--- src/rtl/mem_arb_pkg.sv ---
`default_nettype none
// =====================================================================
// mem_arb_pkg : shared state, size and owner types for mem_port_arbiter
// Rev 1.0
// =====================================================================
package mem_arb_pkg;

    typedef enum logic [1:0] {
        IDLE = 2'd0,
        BUSY = 2'd1,
        RESP = 2'd2,
        GAP  = 2'd3
    } arb_state_t;

    typedef enum logic [1:0] {
        SZ_WORD = 2'b00,
        SZ_HALF = 2'b01,
        SZ_BYTE = 2'b10
    } mem_size_t;

    typedef enum logic {
        OWN_I = 1'b0,
        OWN_D = 1'b1
    } arb_owner_t;

endpackage
`default_nettype wire

--- src/rtl/mem_port_arbiter.sv ---
`default_nettype none
// =====================================================================
// mem_port_arbiter : I/D two-port arbiter onto the unified memory block
// Optional BUSY watchdog enabled by defining MEM_ARB_TIMEOUT_EN.
// Rev 1.0
// =====================================================================
module mem_port_arbiter
    import mem_arb_pkg::*;
#(
    parameter int D_BURST_MAX = 4
`ifdef MEM_ARB_TIMEOUT_EN
    ,
    parameter int TIMEOUT_CYCLES = 64
`endif
) (
    input  logic        clk,
    input  logic        rst,
    input  logic        i_req,
    input  logic [31:0] i_addr,
    output logic        i_ack,
    output logic [31:0] i_rdata,
    output logic        i_err,
    input  logic        d_req,
    input  logic        d_rw,
    input  logic [31:0] d_addr,
    input  logic [31:0] d_wdata,
    input  logic [1:0]  d_size,
    input  logic        d_unsigned,
    output logic        d_ack,
    output logic [31:0] d_rdata,
    output logic        d_err,
    output logic        mem_valid,
    output logic        mem_rw,
    output logic [31:0] mem_addr,
    output logic [31:0] mem_wdata,
    output logic [1:0]  mem_size,
    output logic        mem_unsigned,
    input  logic        mem_ready,
    input  logic        mem_oor,
    input  logic [31:0] mem_rdata
);

    localparam int c_BURST_W = (D_BURST_MAX < 1) ? 1 : $clog2(D_BURST_MAX + 1);
    localparam logic [c_BURST_W-1:0] c_BURST_MAX = c_BURST_W'(D_BURST_MAX);

    arb_state_t             r_state;
    arb_state_t             w_state_nxt;
    arb_owner_t             r_owner;
    logic [c_BURST_W-1:0]   r_burst;
    logic                   w_grant;
    logic                   w_pick_d;
    logic                   w_finish;
    logic                   w_fail;
    logic                   w_tmo;

`ifdef MEM_ARB_TIMEOUT_EN
    localparam int c_TMO_W = $clog2(TIMEOUT_CYCLES + 1);
    logic [c_TMO_W-1:0] r_tmo;

    always_ff @(posedge clk) begin
        if (rst || (r_state != BUSY)) begin
            r_tmo <= '0;
        end else begin
            r_tmo <= r_tmo + 1'b1;
        end
    end

    // Fires in the last permitted BUSY cycle so the response follows immediately.
    assign w_tmo = (r_state == BUSY) && (r_tmo == c_TMO_W'(TIMEOUT_CYCLES - 1));
`else
    assign w_tmo = 1'b0;
`endif

    always_ff @(posedge clk) begin
        if (rst) begin
            r_state <= IDLE;
        end else begin
            r_state <= w_state_nxt;
        end
    end

    always_comb begin
        w_state_nxt = r_state;
        w_grant     = 1'b0;
        w_pick_d    = 1'b0;
        w_finish    = 1'b0;
        w_fail      = 1'b0;
        case (r_state)
            IDLE: begin
                if (i_req || d_req) begin
                    w_grant     = 1'b1;
                    // D has priority until it has starved a pending fetch D_BURST_MAX times.
                    w_pick_d    = d_req && !(i_req && (r_burst == c_BURST_MAX));
                    w_state_nxt = BUSY;
                end
            end
            BUSY: begin
                if (mem_oor) begin
                    w_finish    = 1'b1;
                    w_fail      = 1'b1;
                    w_state_nxt = RESP;
                end else if (mem_ready) begin
                    w_finish    = 1'b1;
                    w_state_nxt = RESP;
                end else if (w_tmo) begin
                    w_finish    = 1'b1;
                    w_fail      = 1'b1;
                    w_state_nxt = RESP;
                end
            end
            RESP:    w_state_nxt = GAP;
            GAP:     w_state_nxt = IDLE;
            default: w_state_nxt = IDLE;
        endcase
    end

    always_ff @(posedge clk) begin
        if (rst) begin
            r_owner      <= OWN_I;
            r_burst      <= '0;
            mem_valid    <= 1'b0;
            mem_rw       <= 1'b0;
            mem_addr     <= '0;
            mem_wdata    <= '0;
            mem_size     <= '0;
            mem_unsigned <= 1'b0;
            i_ack        <= 1'b0;
            i_rdata      <= '0;
            i_err        <= 1'b0;
            d_ack        <= 1'b0;
            d_rdata      <= '0;
            d_err        <= 1'b0;
        end else begin
            i_ack <= 1'b0;
            i_err <= 1'b0;
            d_ack <= 1'b0;
            d_err <= 1'b0;

            if (w_grant) begin
                mem_valid <= 1'b1;
                if (w_pick_d && i_req) begin
                    r_burst <= r_burst + 1'b1;
                end else begin
                    r_burst <= '0;
                end
                if (w_pick_d) begin
                    r_owner      <= OWN_D;
                    mem_rw       <= d_rw;
                    mem_addr     <= d_addr;
                    mem_wdata    <= d_wdata;
                    mem_size     <= d_size;
                    mem_unsigned <= d_unsigned;
                end else begin
                    r_owner      <= OWN_I;
                    mem_rw       <= 1'b0;
                    mem_addr     <= i_addr;
                    mem_wdata    <= '0;
                    mem_size     <= SZ_WORD;
                    mem_unsigned <= 1'b0;
                end
            end

            if (w_finish) begin
                mem_valid <= 1'b0;
                if (r_owner == OWN_I) begin
                    i_ack   <= 1'b1;
                    i_err   <= w_fail;
                    i_rdata <= w_fail ? 32'h0 : mem_rdata;
                end else begin
                    d_ack   <= 1'b1;
                    d_err   <= w_fail;
                    d_rdata <= w_fail ? 32'h0 : mem_rdata;
                end
            end
        end
    end

endmodule
`default_nettype wire
--- config.mk ---
export PLATFORM = sky130hd
export DESIGN_NAME = mem_port_arbiter
export DESIGN_NICKNAME = d
export VERILOG_FILES = /design/src/rtl/mem_arb_pkg.sv /design/src/rtl/mem_port_arbiter.sv
export SDC_FILE = /design/constraint.sdc
export NUM_CORES = 1
export LEC_CHECK = 0
export CAP_MARGIN = 0
export CORE_ASPECT_RATIO = 0.6
export CORE_MARGIN = 2
export CORE_UTILIZATION = 39
export DETAILED_ROUTE_END_ITERATION = 7
export PLACE_DENSITY = 0.77
export SLEW_MARGIN = 5
export SYNTH_ARGS = -nofsm -noshare
export SYNTH_HDL_FRONTEND = slang
export SYNTH_SLANG_ARGS = --single-unit
export TNS_END_PERCENT = 50
--- constraint.sdc ---
create_clock -name clk -period 3.09 [get_ports clk]
set_clock_uncertainty 0.2 [all_clocks]
set_input_delay 0.618 -clock clk [delete_from_list [all_inputs] [get_ports clk]]
set_output_delay 0.618 -clock clk [all_outputs]
set_load 0.02 [all_outputs]
==> results of run 1 <==
-- layer usage --
metal  share of wire, %  vias to the layer above  track usage [%]
li1                   -                     2910                -
met1                 44                     2810             30.1
met2                 46                      211             36.5
met3                9.1                       16             9.09
met4               0.78                        4             5.29
met5               0.18                        -                0
-- worst reg2reg max path: cells and delay by family (launching register included) --
kind	cells	cell delay (ns)
fa+ha+maj	1	0.29
compound gates	2	0.42
flops	1	0.36
buf+inv	2	0.30
simple gates	1	0.39
-- report_power, final --
part	total (W)	internal (W)	switching (W)
sequential	0.00244	0.00222	0.000223
clock	0.00206	0.00121	0.000847
combinational	0.00292	0.00131	0.00161
total	0.00741	0.00473	0.00268
-- worst max-delay path by stage --
stage / to
2_1_floorplan: mem_wdata[12]
3_3_place_gp: mem_addr[30]
3_5_place_dp: mem_addr[14]
4_1_cts: mem_addr[29]
5_1_grt: i_rdata[18]
6_report: i_rdata[23]
-- through the flow --
stage | utilization (%) | area [um2]
floorplan | - | 5800
global placement | 59.8 | 8670
detailed placement | 59.8 | 8670
CTS | 63.8 | 9260
global route | 63.8 | 9260
finish | 63.8 | 9260
-- registers in the layout, summed over array words and instances (netlist names) --
name and count:
d_ack 1, mem_rw 1, i_rdata 32, mem_size 2, mem_valid 1, r_state 2
i_ack 1, mem_unsigned 1, r_burst 3, mem_wdata 32, mem_addr 32, d_err 1
d_rdata 32, i_err 1, r_owner 1
-- area by class of cell --
class                      count  area (um2)  area share, %
inverter                       4        15.0          0.162
tap                          198         248           2.68
timing repair buffer         292        2990           32.3
clock inverter                13         153           1.65
sequential                   143        2860           30.9
multi-input combinational    439        2560           27.6
clock buffer                  19         433           4.68
-- cell usage after synthesis (2+ instances only) --
library cell,number
buf_6,4
a21oi_1,68
clkbuf_2,2
nor3_1,4
and3_1,2
a32oi_1,37
o21ai_0,65
o21a_1,2
nor3b_1,3
ha_1,6
nand2_1,37
inv_1,4
nor2_1,72
dfxtp_1,143
clkbuf_1,33
buf_4,6
buf_2,29
nand3_1,66
a311oi_1,32
nand4b_1,32
-- kinds of logic after synthesis --
group | Yosys count | share of synthesized area (%)
buffers and inverters | 79 | 6.69
flip-flops | 143 | 49.4
AO/OA/AOI/OAI | 210 | 23.0
adder cells (fa/ha/maj) | 6 | 1.29
AND/OR/NAND/NOR | 223 | 19.6
==> results.md, run 1 <==
* Register area share after synthesis at 49.4%
* Total Routing Usage GR at 23.1%
* Post-CTS Setup Inserts at 0
* Area of the core at 0.0145 mm2
* DP HPWL at 12800 um
* Initial Util at 40.0%
* CTS tree: yes
* Power Total at 0.00741 W
* Drt first pass iters at 5
* Crit path max-delay family: buffers and inverters
* Placed Cells at 1076
* Initial antenna violation count at 2
* CTS sink cnt at 143
* Die Span Y at 98.4 um
* Area leader, netlist: dfxtp_1
* Worst Setup Path Type: flip-flop to primary output
* Die area at 0.0159 mm2
* Crit. End Element: primary output
* Largest net degree at the start of global routing at 69
* Worst EP arrival at 1.42 ns
* CTS Hold Bufs at 0
* Netlist cell types at 34
* Rows at 34
* Reg-to-reg slack, setup at 1.04 ns
* Async set-reset flop share out of synthesis at 0%
* CP Launch Type: flip-flop
* Register-to-Register Path Depth at 6
* Root buffer cell: clkbuf_16
* Worst skew pair latency at 0.40 ns
* Synthesized net count at 805
* Post-CTS resize count at 0
* Post-route ant nets at 0
* Register bit total from synthesis at 143
* Leading cell types in the layout, fill and taps excluded: clkdlybuf4s50_1, dfxtp_1, nor2_1, a21oi_1, nand3_1
* Syn. warnings at 0
* Slowest CP cell: clkdlybuf4s50_1
* Post-route clock period utilization at 72.4%
* Top Ports at 275
* Iteration-0 DRC Markers at 539
* Total clock buffers created by CTS at 17
* Worst reg2reg startpoint: r_state[0]
* Max-cap violations at 0
* Slowest stage delay, CP at 0.65 ns
* Die width at 161 um
* Max-slew violation count at 0
* Top FF cell, synth: dfxtp_1
* Slew margin rel. at 56.6%
* Post-Place Worst Slack at 0.562 ns
* Final wirelength at 19100 um
* DR DRC count at 0
* RSZ-0062 raised after global routing: false
* Filler cells at 1218
* Hold depth at 2
* Top post-synthesis cells by area: dfxtp_1, a21oi_1, nand3_1
* Worst Hold Class: flip-flop to flip-flop
* Crit path from: i_rdata[23]
* I/O Buffers at 274
* Hold Violations, Final at 0
* Post-route setup slack at 0.852 ns
* Vias per inst at 5.37
* N_diodes at 0
* P per Cell Area at 801 mW/mm2
* Post-synthesis cell count at 661
* Worst-case clock buffer depth at 2
* Min-delay src: d_rdata[27]
* Via count of the first global-routing pass at 5580
* Mapped Area at 0.00580 mm2
* EDFF count, synth at 0
* H-tree levels at 4
* Worst path bufs/invs at 1
* GP Congestion at 0.830
* WL/cell at 17.2 um
* Syn Area/Cell at 8.77 um2
* Max Fanout on Critical Path at 2
* Final setup viols at 0
* Cells along the critical path: clkdlybuf4s50_1
* Status: finished, final reports clean
* Commonest non-fill, non-tap cell in the layout: clkdlybuf4s50_1
* Synth top area share at 49.4%
* Layout cells sized above 1 at 6.59%
* Peak supply drop at 0.000421 V
* Synth-to-Final Area Change at 59.6%
* Via Count at 5951
* Leakage at 3.17 nW
* Grt ovf at 0
* Clock-pin slew on the worst setup and hold paths at 0.07 ns
* R2R Path End: mem_addr[28]
* Worst Max-Slew Pin Slew at 0.650 ns
* Final setup TNS at 0 ns
* First-pass GRT wire length at 29800 um
* WP data required at 2.27 ns
* Nets at 1041
* Final std cells w/o fill at 1108
* Min cycle time layout at 2.24 ns
* CP Depth at 1
* Worst hold slack at 0.254 ns
* Fmax at 447 MHz
* Hold EP: d_rdata[27]
No activity file was read; power rests on OpenSTA's default activity.
==> inputs of run 2 (changes only) <==
Settings changed: CORE_UTILIZATION 39 to 37.
Clock period 3.09 ns to 1.95 ns, I/O delays scaled along.
==> run 2 against run 1 <==
Effect of this change:
- cell area rose by 2.8%
- critical path depth did not move
- die area rose by 5.2%
- via count rose by 3.8%
- clock power rose by 62%
- first-iteration DRC count rose by 10%
- combinational power rose by 63%
- total power rose by 60%
- sequential power rose by 56%
- critical endpoint is now i_ack
- largest power group unchanged
==> results.md, run 2 (same netlist as run 1, synthesis figures left out) <==
* Status: finished, final reports clean
* Top Ports at 275
* First-pass GRT wire length at 30900 um
* Worst-case clock buffer depth at 2
* Largest net degree at the start of global routing at 50
* WL/cell at 17.6 um
* Max-cap violations at 0
* Drt first pass iters at 6
* Max Fanout on Critical Path at 1
* Via Count at 6179
* Die Span Y at 101 um
* Post-route clock period utilization at 97.1%
* P per Cell Area at 1250 mW/mm2
* Leakage at 4.29 nW
* Final setup TNS at 0 ns
* Post-Place Worst Slack at -0.155 ns
* Total Routing Usage GR at 22.6%
* Area of the core at 0.0153 mm2
* Worst path bufs/invs at 1
* Nets at 1062
* DP HPWL at 13700 um
* Grt ovf at 0
* Peak supply drop at 0.000667 V
* Commonest non-fill, non-tap cell in the layout: dfxtp_1
* H-tree levels at 4
* CTS sink cnt at 143
* Min cycle time layout at 1.89 ns
* Rows at 35
* Leading cell types in the layout, fill and taps excluded: dfxtp_1, clkdlybuf4s50_1, dlygate4sd2_1, nor2_1, a21oi_1
* Slowest stage delay, CP at 0.59 ns
* Worst Hold Class: primary input to flip-flop
* Utilization after layout at 62.1%
* DR DRC count at 0
* Iteration-0 DRC Markers at 595
* Vias per inst at 5.45
* GP Congestion at 0.832
* Worst skew pair latency at 0.39 ns
* Post-route setup slack at 0.0571 ns
* Post-CTS Setup Inserts at 0
* Worst EP arrival at 1.30 ns
* Final wirelength at 20000 um
* Final setup viols at 0
* Initial Util at 37.8%
* Total clock buffers created by CTS at 17
* Via count of the first global-routing pass at 5763
* RSZ-0062 raised after global routing: false
* Layout cells sized above 1 at 8.92%
* Initial antenna violation count at 0
* Worst Setup Path Type: flip-flop to primary output
* Slowest CP cell: clkdlybuf4s50_1
* CP Launch Type: flip-flop
* Worst Max-Slew Pin Slew at 0.503 ns
* Die area at 0.0167 mm2
* WP data required at 1.36 ns
* Clock-pin slew on the worst setup and hold paths at 0.06 ns
* Crit path max-delay family: buffers and inverters
* CTS Hold Bufs at 0
* Cells along the critical path: clkdlybuf4s50_1
* Root buffer cell: clkbuf_16
* Max-slew violation count at 0
* Placed Cells at 1101
* Final std cells w/o fill at 1133
* Fmax at 528 MHz
* Hold Violations, Final at 0
* I/O Buffers at 274
* Crit. End Element: primary output
* Worst hold slack at 0.244 ns
* Die width at 166 um
* CTS tree: yes
* Synth-to-Final Area Change at 64.1%
* Post-route ant nets at 0
* Slew margin rel. at 66.5%
* N_diodes at 0
-- run 2: cell count changes in the layout (fill, tap and decap cells not counted), moves of 6 or more --
cell	previous run	this run
buf_4	10	21
clkdlybuf4s50_1	273	138
dlygate4sd2_1	0	103
dlymetal6s2s_1	0	32
buf_12	9	15
-- run 2: layout make-up --
type,count,area [um2]
inverters,4,15.0
clock buffers,19,443
clock inverters,12,160
flip-flops and latches,143,2860
repair buffers,313,3200
well taps,203,254
fillers,1372,5810
multi-input cells,439,2570
-- run 2: per-stage QoR --
stage,instance area [um2],power (W)
final,9520,0.0119
after global routing,9520,0.0125
after CTS,9380,0.0119
after detailed placement,8910,0.00879
after global placement,8910,0.00871
after floorplan,5800,0.00657
-- run 2: per-layer routing --
layer | global-route usage [%] | share of wire [%]
met3 | 9.07 | 9.5
met1 | 28.6 | 43
met5 | 0 | 0
met2 | 36.9 | 46
met4 | 4.55 | 1.1
-- run 2: path summary, 6_finish.rpt --
path	from	to	slack, ns	cells after the start
min	rst	d_rdata[0]	0.24	2
min reg2reg	d_rdata[21]	d_rdata[21]	0.25	2
max reg2reg	r_state[0]	mem_addr[6]	0.13	7
max	i_ack	i_ack	0.06	1
-- run 2: repair_timing --
| action | CTS | global route |
|---|---|---|
| endpoints found under the hold margin | 0 | 0 |
| resized for setup | 103 | 39 |
| setup endpoints to repair | 103 | 80 |
| pin swaps | 0 | 1 |
| cloned | 0 | 1 |
-- run 2: report_power, final --
| group | internal, W | switching (W) | total [W] |
|---|---|---|---|
| clock network | 0.00205 | 0.00128 | 0.00333 |
| registers | 0.00351 | 0.000299 | 0.00381 |
| logic | 0.00204 | 0.00272 | 0.00475 |
